`src/rtl/z3_pkg.sv`:
```
// Shared definitions for the Zorro III bus initiator.
// Holds the cycle state encoding, the default function code and the idle
// (deasserted) levels of the active-low strobes so that the master and any
// future slave-side logic agree on them.
package z3_pkg;

  // Phases of one complete Zorro III initiator cycle
  typedef enum logic [2:0] {
    ST_IDLE    = 3'd0,
    ST_ADDR    = 3'd1,
    ST_STROBE  = 3'd2,
    ST_WAIT    = 3'd3,
    ST_TERM    = 3'd4,
    ST_RECOVER = 3'd5
  } z3_state_e;

  // Supervisor data space
  localparam logic [2:0] Z3_DEF_FC = 3'b101;

  // Deasserted levels of the active-low strobes
  localparam logic       FCS_IDLE = 1'b1;
  localparam logic [3:0] DS_IDLE  = 4'hF;

endpackage

```
`src/rtl/z3_sync2.sv`:
```
// Two-flop synchronizer for an asynchronous active-low bus line.
// Ports:
//   i_clk - bus clock
//   i_rst - synchronous active-high reset, forces both stages to 1 (idle)
//   i_d   - asynchronous input
//   o_q   - synchronized output (second stage)
module z3_sync2 (
  input  logic i_clk,
  input  logic i_rst,
  input  logic i_d,
  output logic o_q
);

  logic r_meta;
  logic r_sync;

  // Reset to 1 so a released (high) bus line looks idle straight out of reset
  always_ff @(posedge i_clk) begin
    if (i_rst) begin
      r_meta <= 1'b1;
      r_sync <= 1'b1;
    end else begin
      r_meta <= i_d;
      r_sync <= r_meta;
    end
  end

  assign o_q = r_sync;

endmodule

```
`src/rtl/z3_bus_master.sv`:
```
// Zorro III bus initiator: turns one local single-word request into a full
// Z3 cycle (address phase, FCS_n, data phase with DOE/DS_n) and terminates
// it on DTACK_n, BERR_n or a local timeout.  Pad tristating lives above.
// Ports:
//   CLK, RST                - clock, synchronous active-high reset
//   req/we/addr/wdata/be    - local request, sampled only while idle
//   ack/err/rdata/busy      - local completion pulse, error flag, read data, busy
//   AD_out/AD_oe/AD_in      - multiplexed address/data bus drive and receive
//   FC/FCS_n/DS_n/READ/DOE  - Z3 control outputs
//   DTACK_n/BERR_n          - asynchronous slave responses
module z3_bus_master
  import z3_pkg::*;
#(
  parameter int         ADDR_SETUP = 2,
  parameter int         TIMEOUT    = 255,
  parameter logic [2:0] DEF_FC     = Z3_DEF_FC
) (
  input  logic        CLK,
  input  logic        RST,
  input  logic        req,
  input  logic        we,
  input  logic [29:0] addr,
  input  logic [31:0] wdata,
  input  logic [3:0]  be,
  output logic        ack,
  output logic        err,
  output logic [31:0] rdata,
  output logic        busy,
  output logic [31:0] AD_out,
  output logic        AD_oe,
  input  logic [31:0] AD_in,
  output logic [2:0]  FC,
  output logic        FCS_n,
  output logic [3:0]  DS_n,
  output logic        READ,
  output logic        DOE,
  input  logic        DTACK_n,
  input  logic        BERR_n
);

  localparam int CW = $clog2(TIMEOUT + 1);
  localparam int SW = (ADDR_SETUP > 1) ? $clog2(ADDR_SETUP + 1) : 1;
  localparam logic [CW-1:0] TO_VAL     = CW'(TIMEOUT);
  localparam logic [SW-1:0] SETUP_LOAD = SW'(ADDR_SETUP - 1);

  z3_state_e     r_state;
  logic [SW-1:0] r_setup;
  logic [CW-1:0] r_cnt;
  logic          r_we;
  logic [31:0]   r_wdata;
  logic [3:0]    r_be;

  logic          w_dtackS;
  logic          w_berrS;
  logic [CW-1:0] w_cntNext;
  logic          w_termNow;
  logic          w_termErr;

  z3_sync2 u_syncDtack (.i_clk(CLK), .i_rst(RST), .i_d(DTACK_n), .o_q(w_dtackS));
  z3_sync2 u_syncBerr  (.i_clk(CLK), .i_rst(RST), .i_d(BERR_n),  .o_q(w_berrS));

  assign w_cntNext = r_cnt + 1'b1;

  // Termination decision while waiting: BERR beats DTACK, DTACK beats a
  // timeout expiring on the same edge.
  always_comb begin
    w_termNow = 1'b0;
    w_termErr = 1'b0;
    if (!w_berrS) begin
      w_termNow = 1'b1;
      w_termErr = 1'b1;
    end else if (!w_dtackS) begin
      w_termNow = 1'b1;
    end else if (w_cntNext == TO_VAL) begin
      w_termNow = 1'b1;
      w_termErr = 1'b1;
    end
  end

  // Cycle sequencer.  Every bus output is registered here; the termination
  // values are loaded on the edge that enters TERM so that ack is high for
  // exactly the TERM cycle.
  always_ff @(posedge CLK) begin
    if (RST) begin
      r_state <= ST_IDLE;
      r_setup <= '0;
      r_cnt   <= '0;
      r_we    <= 1'b0;
      r_wdata <= '0;
      r_be    <= '0;
      ack     <= 1'b0;
      err     <= 1'b0;
      rdata   <= '0;
      busy    <= 1'b0;
      AD_out  <= '0;
      AD_oe   <= 1'b0;
      FC      <= 3'b000;
      FCS_n   <= FCS_IDLE;
      DS_n    <= DS_IDLE;
      READ    <= 1'b1;
      DOE     <= 1'b0;
    end else begin
      ack <= 1'b0;
      err <= 1'b0;
      case (r_state)
        ST_IDLE: begin
          if (req) begin
            r_we    <= we;
            r_wdata <= wdata;
            r_be    <= be;
            AD_out  <= {addr, 2'b00};
            AD_oe   <= 1'b1;
            READ    <= ~we;
            FC      <= DEF_FC;
            r_setup <= SETUP_LOAD;
            busy    <= 1'b1;
            r_state <= ST_ADDR;
          end
        end
        ST_ADDR: begin
          if (r_setup == '0) begin
            FCS_n   <= 1'b0;
            r_state <= ST_STROBE;
          end else begin
            r_setup <= r_setup - 1'b1;
          end
        end
        ST_STROBE: begin
          // Reads release the bus to the slave; writes put data on it
          if (r_we) begin
            AD_out <= r_wdata;
          end else begin
            AD_oe <= 1'b0;
          end
          DOE     <= 1'b1;
          DS_n    <= ~r_be;
          r_cnt   <= '0;
          r_state <= ST_WAIT;
        end
        ST_WAIT: begin
          if (w_termNow) begin
            FCS_n   <= FCS_IDLE;
            DS_n    <= DS_IDLE;
            DOE     <= 1'b0;
            AD_oe   <= 1'b0;
            READ    <= 1'b1;
            FC      <= 3'b000;
            ack     <= 1'b1;
            err     <= w_termErr;
            r_cnt   <= '0;
            r_state <= ST_TERM;
            if (!r_we && !w_termErr) begin
              rdata <= AD_in;
            end
          end else begin
            r_cnt <= w_cntNext;
          end
        end
        ST_TERM: begin
          r_state <= ST_RECOVER;
        end
        ST_RECOVER: begin
          // Leave once the slave lets go, or give up on a stuck line
          if ((w_dtackS && w_berrS) || (w_cntNext == TO_VAL)) begin
            busy    <= 1'b0;
            r_cnt   <= '0;
            r_state <= ST_IDLE;
          end else begin
            r_cnt <= w_cntNext;
          end
        end
        default: begin
          r_state <= ST_IDLE;
        end
      endcase
    end
  end

endmodule

```
`config.mk`:
```
export PLATFORM = sky130hd
export DESIGN_NAME = z3_bus_master
export DESIGN_NICKNAME = d
export VERILOG_FILES = /design/src/rtl/z3_pkg.sv /design/src/rtl/z3_sync2.sv /design/src/rtl/z3_bus_master.sv
export SDC_FILE = /design/constraint.sdc
export NUM_CORES = 1
export LEC_CHECK = 0
export ABC_AREA = 1
export BUFFER_PORTS_ARGS = -buffer_cell sky130_fd_sc_hd__buf_2
export CORE_MARGIN = 5
export CORE_UTILIZATION = 40
export CTS_BUF_LIST = sky130_fd_sc_hd__clkbuf_4 sky130_fd_sc_hd__clkbuf_8
export DETAILED_ROUTE_END_ITERATION = 16
export GPL_ROUTABILITY_DRIVEN = 1
export PLACE_DENSITY = 0.66
export SLEW_MARGIN = 20
export SYNTH_ARGS = -nofsm -noshare
export SYNTH_HDL_FRONTEND = slang
export SYNTH_SLANG_ARGS = --single-unit
```
`constraint.sdc`:
```
create_clock -name CLK -period 5.4 [get_ports CLK]
set_input_delay 0.27 -clock CLK [delete_from_list [all_inputs] [get_ports CLK]]
set_output_delay 0.27 -clock CLK [all_outputs]
set_load 0.02 [all_outputs]
```
==> reports/metrics.cfg, run 1 <==
[outcome]
outcome=finished clean

[timing]
fin_ws_ns=2.79
fin_setup_tns_ns=0
timing.max_slew.rel_slack_pct=35.8
worst_slew_pin_slew_ns=0.963
slew_violations=0
setup_violating_endpoint_count_in_the_final_report=0
max_freq_mhz=383
period_needed_ns=2.61
worst_hold_margin_ns=0.0392
worst_clock_skew_ns=0.00956
rsz_0062_raised_after_global_routing=no
timing.final.crit_share_pct=48.3
hold_violations=0

[hold_path]
cell_depth_of_the_worst_min_delay_path=3
hold_class=in -> reg

[power_and_ir_drop]
power.net_switching_uw=655
power_switching_share_pct=29.1
cellLeakagePower_uw=0.00310
power_density_nw_per_um2=346
seq_power_share_pct=48.5
clock_power_share_pct=34.7
cell_internal_pwr_uw=1600
combinationalPowerShare_pct=16.8
power_consumption_uw=2250
power.ir.vdd_worst_v=0.000176

[global_routing]
antenna_violations_before_repair=1
grt-ovfl-total=0
grt_max_degree=85
wire_length_of_the_first_global_routing_pass_um=21900
groute.usage.overall_pct=18.1
grt_pass1_vias=4599

[die]
rows=41
fp.dieArea_um2=15400
effective_utilization_at_floorplan_pct=41.0
core_um2=12700
die_w_um=124
floorplan.die.height_um=124
design.portCount=182

[yosys]
ys_seq_area_share_pct=50.1
yosys_register_bits=130
synth_cell_type_count=33
yosysWarnings=0
synth_nets=797
synth.cell_area_um2=5190
syn_avg_cell_area_um2=7.52
synth_cells=690

[worst_setup_path]
startpoint_type=register
reg2regPathDepth=10
critPathKind=reg -> reg
cp.arrival_ns=2.97
required_ns=5.77
critical_path.endpoint_type=register
path_max_fanout=62

[clock_network]
worst_skew_pair.late_latency_ns=0.45
tritoncts.num_buffers=17
clock-sinks=130
cts_buffer_depth=2
cts.clk_slew.worst_paths_ns=0.07
cts_resized=0
tritoncts=yes
postCtsSetupRepairBufs=0
clk_root_buffer_cell=clkbuf_8
clock_tree.htree_level_count=4

[finish]
final_instance_count_excl_fillers=1036
numnets_final=959
areaGrowthSynthToFinish_pct=25.5
post_route_cells_drive_above_1_share_pct=27.8

[job]
cap_viol_max_count=0

[routing]
avgRoutedWirePerCell_um=13.4
postRouteWirelength_um=13900
postRouteAntennaNets=0
route.vias.total=4914
via_per_inst=4.74
detail_route.first_pass.iterations=6
remaining_drc_errors=0
initialDrtViolationCount=289

[placed_design]
placement.setup.worst_slack_ns=2.75
place.detailed.instances=1003
routabilityCongestion=0.792
port_buffers=180
place_hpwl_um=9400

[power groups by stage]
stage | clock (uW) | combinational, uW | sequential (uW)
after detailed placement | 0 | 381 | 1110
after floorplan | 0 | 212 | 1160
final | 781 | 379 | 1090
after global routing | 840 | 425 | 1100
after CTS | 800 | 383 | 1090
after global placement | 0 | 376 | 1110
[stage by stage]
| step | utilization [%] | area (um2) |
|---|---|---|
| floorplan | - | 5190 |
| global placement | 48.3 | 6120 |
| detailed placement | 48.3 | 6120 |
| CTS | 51.4 | 6510 |
| global route | 51.4 | 6520 |
| finish | 51.4 | 6520 |
[routing by layer]
metal / track usage [%] / up-vias / wire length (um) / share of wire (%)
met1: 24.0 / 2159 / 6420 / 46
met4: 7.53 / 0 / 276 / 2.0
met5: 0 / - / 0 / 0
met2: 27.4 / 154 / 6160 / 44
met3: 5.77 / 21 / 1050 / 7.6
li1: - / 2580 / - / -
[worst paths after layout]
check	start	end	slack, ns
setup / recovery	r_state[1]	AD_out[23]	2.79
hold / removal	wdata[18]	r_wdata[18]	0.04
setup reg to reg	r_state[1]	AD_out[23]	2.79
hold reg to reg	u_syncDtack.r_meta	u_syncDtack.o_q	0.41
[cells by family after synthesis]
family                     Yosys count  synth area share [%]
DFF                                130                  50.1
buffers and inverters               84                  7.11
AOI/OAI and AO/OA                  158                  16.1
other                                1                0.0722
adders and majority gates            3                 0.723
and+or+nand+nor                    314                  25.8
[synthesized netlist by cell type]
cell type | instances | area share [%]
nor3_4 | 1 | 0.31
dfxtp_1 | 130 | 50
clkbuf_1 | 24 | 1.7
a31oi_1 | 32 | 3.9
a21oi_1 | 13 | 1.3
inv_4 | 1 | 0.12
inv_2 | 6 | 0.43
nor3b_1 | 1 | 0.14
ha_1 | 3 | 0.72
buf_1 | 1 | 0.072
nand4_1 | 7 | 0.84
nand2_1 | 105 | 7.6
o21bai_1 | 1 | 0.14
and2_1 | 3 | 0.36
buf_2 | 8 | 0.77
conb_1 | 1 | 0.072
nor2_8 | 1 | 0.39
o22ai_1 | 1 | 0.12
nand3_4 | 1 | 0.34
buf_6 | 3 | 0.65
nand3_1 | 20 | 1.9
nand2_2 | 6 | 0.72
nand2_4 | 1 | 0.22
nor2_2 | 2 | 0.24
nor2_1 | 154 | 11
nor2_4 | 3 | 0.65
nor3_1 | 5 | 0.48
inv_1 | 36 | 2.6
buf_4 | 5 | 0.72
o21ai_0 | 86 | 8.3
or2_2 | 4 | 0.48
o21ai_1 | 24 | 2.3
a211oi_1 | 1 | 0.14
[flip-flops by register name, indices dropped and copies added, names as in the netlist]
signal	count
r_cnt	8
err	1
r_be	4
r_state	3
u_syncBerr.r_meta	1
u_syncDtack.o_q	1
DS_n	4
READ	1
AD_oe	1
r_we	1
u_syncBerr.o_q	1
u_syncDtack.r_meta	1
DOE	1
AD_out	32
busy	1
rdata	32
r_setup	2
r_wdata	32
FCS_n	1
FC	1
ack	1
[area by class of cell]
type                       instances  area, um2
clock buffer                      25        319
multi-input combinational        476       2220
inverter                          43        165
fill                            1311       6160
antenna                            1       2.50
clock inverter                     5       52.6
timing repair buffer             184        936
sequential                       130       2600
tap                              172        215
[repair_timing]
| item | 4_1_cts | 5_1_grt |
|---|---|---|
| setup endpoints to repair | 0 | 0 |
| endpoints found under the hold margin | 2 | 0 |
| hold buffers | 2 | 0 |
[cells in the final DEF (no fill, tap or decap), drive strengths merged]
cell type    instances
a211oi               1
a21oi               13
a31oi               32
and2                 3
buf                182
bufinv               1
clkbuf              25
clkinv               4
clkinvlp             1
conb                 1
dfxtp              130
diode                1
dlygate4sd3          2
ha                   3
inv                 42
nand2              112
nand3               21
nand4                7
nor2               160
nor3                 6
nor3b                1
o21ai              110
o21bai               1
o22ai                1
or2                  4
[worst max-delay path: stages (launching register included)]
cell     delay [ns]
dfxtp_1        0.41
inv_2          0.09
nor2_4         0.10
inv_2          0.11
nor2_8         0.38
inv_2          0.39
nor2_4         0.19
nor2_2         0.07
inv_4          0.41
o21ai_0        0.16
a31oi_1        0.21
Note: power is estimated with default switching activity, not from simulation.
==> inputs of run 2 (changes only) <==
- ABC_AREA: 1 -> 0
- PLACE_DENSITY: 0.66 -> 0.69
- clock period: 5.4 -> 2.3 ns (I/O delays scaled with it)
==> run 2 against run 1 <==
Synthesized area is 0.67% lower. Worst setup slack worse by 2.6 ns. Power is 140% higher. Critical path depth is 3 lower. Global-route usage is 2.2 points higher. Hold slack hardly changed. Largest cell class unchanged.
==> reports/metrics.cfg, run 2 <==
[clock_network]
clock-sinks=130  ; unchanged
cts.clk_slew.worst_paths_ns=0.07  ; about the same
tritoncts.num_buffers=17  ; unchanged
clock_tree.htree_level_count=4  ; unchanged
cts_buffer_depth=2  ; unchanged
tritoncts=yes
worst_skew_pair.late_latency_ns=0.42  ; -0.03 ns
clk_root_buffer_cell=clkbuf_8

[timing]
rsz_0062_raised_after_global_routing=no
max_freq_mhz=470  ; +23%
timing.final.crit_share_pct=92.5  ; +44 points
timing.max_slew.rel_slack_pct=57.2  ; +21 points
fin_setup_tns_ns=0  ; unchanged
period_needed_ns=2.13  ; -0.482 ns
worst_slew_pin_slew_ns=0.633  ; -0.330 ns
hold_violations=0  ; unchanged
slew_violations=0  ; unchanged
worst_clock_skew_ns=0.00955  ; -0.0000124 ns
setup_violating_endpoint_count_in_the_final_report=0  ; unchanged

[yosys]
ys_seq_area_share_pct=50.5  ; +0.34 points
synth_cells=612  ; -11%
yosysTopAreaCell=dfxtp_1
yosys_register_bits=130  ; unchanged
synth_cell_type_count=51  ; +55%
synth_nets=719  ; -9.8%
post_synth_main_area_contributors=dfxtp_1 (50%), nand2_1 (11%), a21oi_1 (8.1%), mux2i_1 (6.0%), a211oi_1 (4.5%)
number_of_flops_mapped_to_enable_cells_by_yosys=0  ; unchanged
yosysWarnings=0  ; unchanged
proportion_of_synthesized_flip_flops_having_asynchronous_set_or_reset_pct=0  ; unchanged
post-synth-top-area-fraction_pct=50.5  ; +0.34 points
synth.cell_area_um2=5160  ; -0.67%
syn_avg_cell_area_um2=8.43  ; +12%
synth_top_cells_by_count=nand2_1 (155), dfxtp_1 (130), a21oi_1 (83)
synth_most_common_cell=nand2_1
synth-main-ff-cell=dfxtp_1

[routing]
avgRoutedWirePerCell_um=14.9  ; +11%
top_signal_layer_used=met4
detail_route.first_pass.iterations=5  ; -1
route.vias.total=5233  ; +6.5%
postRouteAntennaNets=0  ; unchanged
remaining_drc_errors=0  ; unchanged
wl_met3_um=1390  ; +32%
m1WireLength_um=6370  ; -0.79%
postRouteWirelength_um=15600  ; +12%
via_per_inst=5.00  ; +5.4%
met2_length_um=7480  ; +21%
initialDrtViolationCount=213  ; -26%

[power_and_ir_drop]
seq_power_share_pct=46.8  ; -1.7 points
cellLeakagePower_uw=0.00313  ; +0.86%
power.net_switching_uw=1510  ; +130%
combinationalPowerShare_pct=19.4  ; +2.6 points
cell_internal_pwr_uw=3870  ; +140%
power_density_nw_per_um2=717  ; +110%
clock_power_share_pct=33.8  ; -0.9 points
power.ir.vdd_worst_v=0.000593  ; +240%
power_switching_share_pct=28.1  ; -0.95 points

[finish]
post_route_cells_drive_above_1_share_pct=27.5  ; -0.27 points
areaGrowthSynthToFinish_pct=45.7
biggestRegsByFlops=AD_out (32), r_wdata (32), rdata (32)
final_core_util_pct=59.5  ; +8.1 points
antenna_cells=0  ; -1
most-common-layout-cells=buf_2 (179), nand2_1 (154), dfxtp_1 (129)
most_common_library_cell_in_the_layout_ignoring_fill_and_taps=buf_2
final_area_um2=7510  ; +15%
numnets_final=972  ; +1.4%

[job]
cap_viol_max_count=0  ; unchanged

[worst_setup_path]
worst_setup_path_startpoint=r_cnt[1]
critical_path.endpoint_type=register
reg2regPathDepth=7  ; -3
required_ns=2.59  ; -3.18 ns
critPathKind=reg -> reg
setup_slack_on_the_worst_flop_to_flop_path_ns=0.17  ; -2.62 ns
path_max_fanout=9  ; -85%
critical_path.endpoint=FC[0]
crit-reg2reg-capture=FC[0]
startpoint_type=register
launch_instance_of_the_worst_register_to_register_path=r_cnt[1]
cp.arrival_ns=2.41  ; -0.56 ns

[die]
rows=41  ; unchanged
core_um2=12600  ; -0.40%
fp.dieArea_um2=15300  ; -0.62%
effective_utilization_at_floorplan_pct=40.9  ; -0.11 points
design.portCount=182  ; unchanged
die_w_um=124  ; -0.31%
floorplan.die.height_um=124  ; -0.31%

[hold_path]
hold_class=in -> reg

[global_routing]
groute.usage.overall_pct=20.3  ; +2.2 points
grt_pass1_vias=5198  ; +13%
grt_max_degree=120  ; +41%
antenna_violations_before_repair=0  ; -1
grt-ovfl-total=0  ; unchanged
wire_length_of_the_first_global_routing_pass_um=24500  ; +12%

[placed_design]
place_hpwl_um=9520  ; +1.3%
port_buffers=180  ; unchanged
routabilityCongestion=0.790  ; -0.28%
post_dp_cell_area_um2=6240  ; +2.0%

[outcome]
outcome=finished clean

[run 2: changes by cell type after synthesis, sizes merged, moves of 15 or more]
| cell | previous run | this run |
|---|---|---|
| nor2 | 160 | 43 |
| o21ai | 110 | 8 |
| a21oi | 13 | 85 |
| nand2 | 112 | 156 |
| inv | 43 | 9 |
| mux2i | 0 | 31 |
| a211oi | 1 | 31 |
| a31oi | 32 | 3 |
| nand3 | 21 | 6 |
[run 2: critical path, stage by stage (launching register included)]
cell and delay (ns):
dfxtp_2 0.41, ha_4 0.18, nand3_2 0.11, or3b_2 0.52
a32oi_4 0.31, nand2_4 0.15, a21oi_4 0.23, nor3_1 0.09
[run 2: worst min-delay path by stage]
stage,startpoint,to,slack [ns],depth (start not counted)
2_1_floorplan,BERR_n,u_syncBerr.r_meta,0.22,1
3_3_place_gp,BERR_n,u_syncBerr.r_meta,0.30,2
3_5_place_dp,DTACK_n,u_syncDtack.r_meta,0.31,2
4_1_cts,addr[16],AD_out[18],0.001,3
5_1_grt,addr[23],AD_out[25],0.008,3
6_report,addr[13],AD_out[15],0.04,3
[run 2: logic make-up after synthesis]
kind of cell | count (synthesis) | share of synthesized area [%]
AO/OA/AOI/OAI | 147 | 17.6
XOR/XNOR | 1 | 0.170
adder cells (fa/ha/maj) | 3 | 0.728
buffers and inverters | 55 | 4.39
flip-flops | 130 | 50.5
multiplexers | 31 | 6.02
other | 1 | 0.0727
AND/OR/NAND/NOR | 244 | 20.5
[run 2: per-stage QoR]
step,cells,hold slack (ns),power (uW),worst slack (ns)
after floorplan,612,0.219,3140,0.270
after global placement,930,0.299,3460,0.129
after detailed placement,930,0.306,3490,0.0265
after CTS,1046,0.00135,5440,0.0138
after global routing,1047,0.00778,5660,0.0550
final,1047,0.0391,5390,0.172
[run 2: routing by layer]
metal,vias up,track usage (%)
met4,0,8.37
met1,2414,22.9
met3,31,7.09
met5,-,0
met2,201,34.9
li1,2587,-
[run 2: area by class of cell]
type | instances | area [um2]
clock inverters | 5 | 52.6
multi-input cells | 427 | 2370
repair buffers | 280 | 1920
well taps | 172 | 215
fillers | 1070 | 5110
clock buffers | 24 | 318
inverters | 9 | 33.8
flip-flops and latches | 130 | 2600
[run 2: power groups by stage]
stage	clock [uW]	sequential, uW	combinational, uW
6_report	1820	2520	1040
5_1_grt	1980	2540	1140
4_1_cts	1880	2520	1040
3_5_place_dp	0	2570	919
3_3_place_gp	0	2560	898
2_1_floorplan	0	2660	479
[run 2: timing repair]
action	in CTS	in global routing
setup buffers	0	1
endpoints found under the setup margin	0	20
endpoints found under the hold margin	88	0
gates resized for setup	0	4
hold buffers	87	0
==> inputs of run 3 (changes only) <==
- PLACE_DENSITY: 0.69 -> 0.66
- clock period: 2.3 -> 2 ns (I/O delays scaled with it)
==> run 3 against run 2 <==
Routed wire length is 2.4% higher. Combinational power is 19% higher. Design area is 5.1% higher. Via count is 1.9% higher. Clock skew is 0.0015 ns higher. Cell count is 3.0% higher. Critical endpoint is now DS_n[2]. Highest routed layer unchanged.
==> reports/metrics.cfg, run 3 (synthesis gave the netlist of run 2 again) <==
[finish]
areaGrowthSynthToFinish_pct=53.1
final_area_um2=7890  ; +5.1%
final_instance_count_excl_fillers=1078  ; +3.0%
most-common-layout-cells=buf_2 (179), nand2_1 (154), dfxtp_1 (126)
post_route_cells_drive_above_1_share_pct=29.0  ; +1.5 points
biggestRegsByFlops=AD_out (32), r_wdata (32), rdata (32)
most_common_library_cell_in_the_layout_ignoring_fill_and_taps=buf_2
fillCellCount=1067  ; -0.28%
numnets_final=1000  ; +2.9%
antenna_cells=0  ; unchanged

[timing]
slew_violations=0  ; unchanged
setup_violating_endpoint_count_in_the_final_report=0  ; unchanged
rsz_0062_raised_after_global_routing=yes
fin_setup_tns_ns=0  ; unchanged
period_needed_ns=1.97  ; -0.153 ns
max_freq_mhz=506  ; +7.7%
worst_slew_pin_slew_ns=0.598  ; -0.0353 ns
worst_clock_skew_ns=0.0110  ; +0.00146 ns
timing.final.crit_share_pct=98.7  ; +6.2 points
timing.max_slew.rel_slack_pct=59.6  ; +2.4 points
hold_violations=0  ; unchanged

[worst_setup_path]
timing.critical_path.mode_cell=buf_6
launch_instance_of_the_worst_register_to_register_path=r_cnt[0]
crit-reg2reg-capture=DS_n[2]
setup_slack_on_the_worst_flop_to_flop_path_ns=0.03  ; -0.15 ns
cp_slowest_cell=or4b_4
critical_path.endpoint_type=register
cp.arrival_ns=2.35  ; -0.06 ns
crit_path_max_incr_delay_ns=0.47  ; -0.05 ns
required_ns=2.38  ; -0.21 ns
timing.critical_path.cells=buf_6 -> and3_4 -> or4b_4 -> a32oi_4 -> nand2_4 -> buf_6 -> nand4b_1 -> a21o_1
startpoint_type=register
reg2regPathDepth=8  ; +1
path_max_fanout=7  ; -2
critPathKind=reg -> reg

[job]
cap_viol_max_count=0  ; unchanged

[die]
design.portCount=182  ; unchanged
rows=41  ; unchanged
fp.dieArea_um2=15300  ; unchanged
core_um2=12600  ; unchanged
effective_utilization_at_floorplan_pct=40.9  ; unchanged
die_w_um=124  ; unchanged
floorplan.die.height_um=124  ; unchanged

[routing]
postRouteAntennaNets=0  ; unchanged
route.vias.total=5335  ; +1.9%
initialDrtViolationCount=269  ; +26%
postRouteWirelength_um=15900  ; +2.4%
remaining_drc_errors=0  ; unchanged
avgRoutedWirePerCell_um=14.8  ; -0.55%
via_per_inst=4.95  ; -0.98%
detail_route.first_pass.iterations=4  ; -1

[clock_network]
clock-sinks=130  ; unchanged
tritoncts=yes
cts_buffer_depth=2  ; unchanged
clock_tree.htree_level_count=4  ; unchanged
cts.clk_slew.worst_paths_ns=0.07  ; about the same
worst_skew_pair.late_latency_ns=0.44  ; +0.02 ns
tritoncts.num_buffers=17  ; unchanged
clk_root_buffer_cell=clkbuf_8

[placed_design]
post_dp_cell_area_um2=6300  ; +0.92%
place.detailed.instances=937  ; +0.75%
port_buffers=180  ; unchanged
place_hpwl_um=9970  ; +4.8%
routabilityCongestion=0.848  ; +7.3%

[global_routing]
grt_pass1_vias=5248  ; +0.96%
groute.usage.overall_pct=20.7  ; +0.42 points
grt_max_degree=89  ; -26%
antenna_violations_before_repair=0  ; unchanged
grt-ovfl-total=0  ; unchanged
wire_length_of_the_first_global_routing_pass_um=24800  ; +1.0%

[power_and_ir_drop]
cellLeakagePower_uw=0.00332  ; +6.0%
power.ir.vdd_worst_v=0.000495  ; -16%
power_density_nw_per_um2=843  ; +17%

[hold_path]
hold-path-endpoint=busy
cell_depth_of_the_worst_min_delay_path=2  ; -1
hp-start=RST
hold_class=in -> reg

[outcome]
outcome=finished clean

## run 3: changes by cell type in the layout (fill, tap and decap cells not counted), sizes merged
cell / delta
clkbuf: -1
dlygate4sd3: +15
clkinv: +1
buf: +13
bufinv: +3
## run 3: how the worst max path moves through the flow
stage,startpoint,endpoint,cells past startpoint
global placement,r_cnt[0],r_cnt[5],7
finish,r_cnt[0],DS_n[2],8
floorplan,r_cnt[0],r_cnt[5],7
detailed placement,r_cnt[0],r_cnt[5],7
CTS,r_cnt[0],DS_n[2],8
global route,r_cnt[1],DS_n[2],8
## run 3: layer usage
layer	global-route usage, %	part of all wire [%]	up-vias
li1	-	-	2641
met1	23.9	41	2444
met2	34.9	48	215
met3	7.14	8.2	35
met4	9.07	2.2	0
met5	0	0	-
## run 3: power breakdown
| group | switching (uW) | internal (uW) | leakage (uW) |
|---|---|---|---|
| clock | 996 | 1520 | 0.000233 |
| sequential | 116 | 2780 | 0.00106 |
| combinational | 694 | 548 | 0.00202 |
## run 3: critical path, delay by kind of cell, from the launching register on
kind,cells,cell delay (ns)
buf+inv,2,0.27
compound gates,2,0.40
simple gates,4,0.89
flops,1,0.37
## run 3: final cells by class
| type | instances | area (um2) | area share (%) |
|---|---|---|---|
| tap | 172 | 215 | 2.73 |
| clock buffer | 23 | 304 | 3.85 |
| multi-input combinational | 427 | 2390 | 30.3 |
| clock inverter | 9 | 151 | 1.92 |
| sequential | 130 | 2610 | 33.1 |
| timing repair buffer | 308 | 2180 | 27.7 |
| inverter | 9 | 33.8 | 0.428 |
## run 3: what timing repair did
item / CTS / global route
setup buffers: 1 / 6
endpoints found under the setup margin: 12 / 26
endpoints found under the hold margin: 102 / 0
resized for setup: 8 / 8
pin swaps: 2 / 5
hold buffers: 102 / 0
## run 3: through the flow
stage | total power, uW | hold WS, ns | util (%) | worst slack (ns)
after CTS | 6700 | 0.0504 | 61.9 | 0.00766
after global routing | 6950 | 0.0751 | 62.6 | -0.0493
after floorplan | 3610 | 0.204 | - | 0.00222
after global placement | 3990 | 0.282 | 49.9 | 0.0316
final | 6650 | 0.0972 | 62.6 | 0.0251
after detailed placement | 4020 | 0.292 | 49.9 | -0.0712
